--- config.mk ---
export PLATFORM = sky130hd
export DESIGN_NAME = decode_stage
export DESIGN_NICKNAME = d
export VERILOG_FILES = /design/src/rtl/decode_stage.sv
export SDC_FILE = /design/constraint.sdc
export NUM_CORES = 1
export LEC_CHECK = 0
export CAP_MARGIN = 20
export CORE_AREA = 2 2 118 166
export DETAILED_ROUTE_END_ITERATION = 6
export DIE_AREA = 0 0 120 168
export PLACE_DENSITY = 0.76
export SKIP_CTS_REPAIR_TIMING = 1
export SYNTH_ARGS = -nofsm -noshare
export SYNTH_HDL_FRONTEND = slang
export SYNTH_SLANG_ARGS = --single-unit
--- constraint.sdc ---
create_clock -name clk -period 5.2 [get_ports clk]
set_input_delay 1.04 -clock clk [delete_from_list [all_inputs] [get_ports clk]]
set_output_delay 1.04 -clock clk [all_outputs]
set_load 0.005 [all_outputs]
--- src/rtl/decode_stage.sv ---
// rtl/decode_stage.sv - registered RV32 decode stage with valid/ready handshake and 2-entry skid buffer
// Decoding happens on the input side; outputs are driven straight from the head entry register.
module decode_stage #(
  parameter bit RV32E = 1'b0,
  parameter int PC_W  = 32
) (
  input  logic            clk,
  input  logic            rst_n,
  input  logic            flush,
  input  logic            in_valid,
  output logic            in_ready,
  input  logic [31:0]     insn,
  input  logic [PC_W-1:0] pc,
  output logic            out_valid,
  input  logic            out_ready,
  output logic [PC_W-1:0] out_pc,
  output logic [9:0]      cls,
  output logic [4:0]      rd_ptr,
  output logic [4:0]      rs1_ptr,
  output logic [4:0]      rs2_ptr,
  output logic [2:0]      fct3,
  output logic [6:0]      fct7,
  output logic [31:0]     imm,
  output logic            illegal
);

  typedef struct packed {
    logic [PC_W-1:0] pc;
    logic [9:0]      cls;
    logic [4:0]      rd;
    logic [4:0]      rs1;
    logic [4:0]      rs2;
    logic [2:0]      fct3;
    logic [6:0]      fct7;
    logic [31:0]     imm;
    logic            illegal;
  } entry_t;

  typedef enum logic [1:0] {EMPTY, ONE, TWO} state_t;

  state_t state;
  entry_t head, skid, dec;

  logic [31:0] imm_i, imm_s, imm_b, imm_u, imm_j;
  logic        known, use_rd, use_rs1, use_rs2, bad_reg;

  assign imm_i = {{20{insn[31]}}, insn[31:20]};
  assign imm_s = {{20{insn[31]}}, insn[31:25], insn[11:7]};
  assign imm_b = {{19{insn[31]}}, insn[31], insn[7], insn[30:25], insn[11:8], 1'b0};
  assign imm_u = {insn[31:12], 12'b0};
  assign imm_j = {{11{insn[31]}}, insn[31], insn[19:12], insn[20], insn[30:21], 1'b0};

  always_comb begin
    dec     = '0;
    known   = 1'b1;
    use_rd  = 1'b0;
    use_rs1 = 1'b0;
    use_rs2 = 1'b0;
    dec.pc   = pc;
    dec.rd   = insn[11:7];
    dec.rs1  = insn[19:15];
    dec.rs2  = insn[24:20];
    dec.fct3 = insn[14:12];
    dec.fct7 = insn[31:25];
    case (insn[6:0])
      7'h37: begin dec.cls[0] = 1'b1; dec.imm = imm_u; use_rd = 1'b1; end
      7'h17: begin dec.cls[1] = 1'b1; dec.imm = imm_u; use_rd = 1'b1; end
      7'h6F: begin dec.cls[2] = 1'b1; dec.imm = imm_j; use_rd = 1'b1; end
      7'h67: begin dec.cls[3] = 1'b1; dec.imm = imm_i; use_rd = 1'b1; use_rs1 = 1'b1; end
      7'h63: begin dec.cls[4] = 1'b1; dec.imm = imm_b; use_rs1 = 1'b1; use_rs2 = 1'b1; end
      7'h03: begin dec.cls[5] = 1'b1; dec.imm = imm_i; use_rd = 1'b1; use_rs1 = 1'b1; end
      7'h23: begin dec.cls[6] = 1'b1; dec.imm = imm_s; use_rs1 = 1'b1; use_rs2 = 1'b1; end
      7'h13: begin dec.cls[7] = 1'b1; dec.imm = imm_i; use_rd = 1'b1; use_rs1 = 1'b1; end
      7'h33: begin dec.cls[8] = 1'b1; use_rd = 1'b1; use_rs1 = 1'b1; use_rs2 = 1'b1; end
      7'h73: begin dec.cls[9] = 1'b1; dec.imm = imm_i; end
      default: known = 1'b0;
    endcase
    // RV32E only has x0..x15, so bit 4 of any register field actually used is illegal.
    bad_reg = RV32E && ((use_rd && insn[11]) || (use_rs1 && insn[19]) || (use_rs2 && insn[24]));
    dec.illegal = !known || bad_reg;
    if (dec.illegal) begin
      dec.cls = '0;
      dec.imm = '0;
    end
  end

  always_ff @(posedge clk or negedge rst_n) begin
    if (!rst_n) begin
      state     <= EMPTY;
      head      <= '0;
      skid      <= '0;
      in_ready  <= 1'b1;
      out_valid <= 1'b0;
    end else if (flush) begin
      state     <= EMPTY;
      in_ready  <= 1'b1;
      out_valid <= 1'b0;
    end else begin
      case (state)
        EMPTY: begin
          if (in_valid) begin
            head      <= dec;
            state     <= ONE;
            out_valid <= 1'b1;
          end
        end
        ONE: begin
          if (in_valid && out_ready) begin
            head <= dec;
          end else if (in_valid) begin
            skid     <= dec;
            state    <= TWO;
            in_ready <= 1'b0;
          end else if (out_ready) begin
            state     <= EMPTY;
            out_valid <= 1'b0;
          end
        end
        TWO: begin
          // in_ready is low here, so only the pop side can move.
          if (out_ready) begin
            head     <= skid;
            state    <= ONE;
            in_ready <= 1'b1;
          end
        end
        default: begin
          state     <= EMPTY;
          in_ready  <= 1'b1;
          out_valid <= 1'b0;
        end
      endcase
    end
  end

  assign out_pc  = head.pc;
  assign cls     = head.cls;
  assign rd_ptr  = head.rd;
  assign rs1_ptr = head.rs1;
  assign rs2_ptr = head.rs2;
  assign fct3    = head.fct3;
  assign fct7    = head.fct7;
  assign imm     = head.imm;
  assign illegal = head.illegal;

endmodule
==> flow_summary_export.csv <==
group,metric,value,unit
run_status,status,"finished, final reports clean",
sta,worstMarginPinSlew,896,ps
worst_hold_path,hold_class,"register to register",
finish,finish.utilization,0.613,
power_and_ir_drop,pwr-share-seq,0.497,
synthesis,synth.area.top_cells,"dfrtp_1 (55%), nand2_1 (13%), mux2i_1 (6.5%), o21ai_1 (3.9%), a221oi_2 (3.1%)",
sta,fmax,0.310,GHz
finish,stdcell_count,1329,
placement,place_inst,1297,
power_and_ir_drop,switching_power,1060,µW
clock_tree,cts_buffers,19,
synthesis,yosysTopAreaCellShare,0.551,
placement,pre_cts_slack,1480,ps
critical_path,critPathKind,"primary input to register",
power_and_ir_drop,ir_drop,0.244,mV
global_routing,grt_pass1_wl,36.2,mm
floorplanning,die_area,0.0202,mm²
power_and_ir_drop,p_total,4020,µW
critical_path,cp.required,5530,ps
synthesis,yosysSeqAreaShare,0.554,
finish,insertedDiodeCount,0,
floorplanning,start_util,0.489,
synthesis,ys_async_sr_fraction,1.00,
synthesis,ys_top_cells_by_count,"nand2_1 (309), dfrtp_1 (203), o21ai_1 (72)",
sta,post-route-period-util,0.621,
critical_path,cp_max_fo,44,
synthesis,yosys_most_used_dff,"dfrtp_1",
synthesis,synthCells,936,
floorplanning,die_h,168,µm
clock_tree,cts-root-buf,"clkbuf_16",
synthesis,synth_seq_cells,204,
global_routing,grt_use_total,0.221,
sta,min_period,3230,ps
floorplanning,core_area,0.0188,mm²
placement,io_buffers,170,
synthesis,netlist.top_cell.by_area,"dfrtp_1",
route,drtIter0Drc,599,
synthesis,yosys_warnings,0,
power_and_ir_drop,netSwitchingFraction,0.263,
route,drc_errors,0,
synthesis,syn-cell-area,0.00922,mm²
global_routing,grt_max_degree,110,
clock_tree,cts.sinks,204,
power_and_ir_drop,p_int,2960,µW
synthesis,synth_nets,1005,
finish,drive_gt1_frac,0.0786,
finish,area_delta_synth_final,25.4,%
route,ant_nets,0,
power_and_ir_drop,p_comb_frac,0.187,
sta,relSlewSlack,0.400,
global_routing,gr-total-overflow,0,
floorplanning,placementRows,60,
placement,gp_congestion,0.814,
critical_path,start_kind,"primary input",
sta,slew_violations,0,
clock_tree,cts_tree,"done",
route,wl_per_cell,16.6,µm
sta,setup_slack,1970,ps
route,via_per_inst,5.36,
power_and_ir_drop,leakage,0.00559,µW
global_routing,grt_pass1_vias,6994,
placement,dp_hpwl,14.5,mm
synthesis,post-synth-top-count-cell,"nand2_1",
sta,grt_setup_unrepaired,"no",
finish,final_nets,1140,
power_and_ir_drop,clkPwrFrac,0.316,
route,drtPass1Iterations,5,
clock_tree,clk_pin_slew_worst_paths,60,ps
critical_path,endpoint_kind,"register",
critical_path,cp_data_arrival_time,3560,ps
route,vias,7126,
job,drv_cap,0,
synthesis,synth_cell_types,59,
clock_tree,htree_levels,1,
floorplanning,io_pins,171,
clock_tree,ctsLongestPathBuffers,3,
clock_tree,clock_latency,480,ps
critical_path,r2r_slack,2750,ps
sta,fin_tns_setup,0,ps
floorplanning,dieWidth,120,µm
sta,hold_viol_final,0,
global_routing,antenna_found_initial,0,
synthesis,synth_edf_count,0,
synthesis,synth.avg_cell_area,9.85,µm²
route,wl,22.0,mm
sta,skew,7.58,ps
power_and_ir_drop,power_density,348,mW/mm²
sta,setup_viol,0,
==> layer usage <==
metal / routed length, µm / GRT usage
met1: 9440 / 0.297
met2: 10700 / 0.357
met3: 944 / 0.0291
met4: 966 / 0.103
met5: 0 / 0
==> sequential cells by signal, summed over array words and instances (netlist names) <==
name,flops
skid,100
imm,32
out_pc,32
cls,10
fct7,7
rd_ptr,5
rs1_ptr,5
rs2_ptr,5
fct3,3
state,2
illegal,1
in_ready,1
out_valid,1
==> cells in the final DEF, fill, tap and decap left out, drive strengths merged, types with 4 or more instances in the layout <==
cell           instances
a21oi                 36
a221o                  8
a221oi                19
a2bb2oi                7
buf                    9
clkbuf                27
clkdlybuf4s50        169
dfrtp                203
inv                   14
mux2                   7
mux2i                 60
nand2                309
nand2b                 5
nand3                 18
nor2                  30
nor3                  20
nor3b                  5
o21ai                 82
o31ai                  4
==> cells by family after synthesis <==
logic type	after synthesis	synth area share
AND/OR/NAND/NOR	406	0.191
buffers and inverters	79	0.0453
XOR/XNOR	1	0.000950
AO/OA/AOI/OAI	179	0.135
multiplexers	67	0.0737
flip-flops	204	0.554
==> final cells by class <==
| cell class | instances | area (µm²) |
|---|---|---|
| clock buffer | 26 | 522 |
| clock inverter | 5 | 30.0 |
| tap | 248 | 310 |
| timing repair buffer | 179 | 1820 |
| inverter | 14 | 52.6 |
| sequential | 204 | 5110 |
| fill | 1607 | 7280 |
| multi-input combinational | 653 | 3720 |
==> power groups by stage <==
stage / registers [µW] / logic [µW] / clock network (µW)
floorplan: 2010 / 348 / 0
global placement: 2020 / 741 / 0
detailed placement: 2030 / 760 / 0
CTS: 2000 / 765 / 1310
global route: 2030 / 840 / 1380
finish: 2000 / 754 / 1270
==> path summary, 6_finish.rpt <==
kind / from / to / cells after the start
min in group asynchronous: rst_n / out_pc[18] / 1
worst max register to register: state[0] / rs1_ptr[1] / 4
worst min-delay path: skid[88] / skid[88] / 2
max in group asynchronous: rst_n / skid[18] / 2
worst min register to register: skid[88] / skid[88] / 2
worst max-delay path: flush / skid[24] / 5
==> metrics by stage <==
step / hold slack [ps] / cell area [µm²]
floorplan: 439 / 9220
global placement: 450 / 11000
detailed placement: 458 / 11000
CTS: 472 / 11500
global route: 487 / 11600
finish: 471 / 11600
==> worst max-delay path: stages <==
cell             delay, ps
clkdlybuf4s50_1        620
nor3b_2                410
nand3_4                470
nor2_1                 830
a21oi_1                170
(Power assumes the default switching activity.)
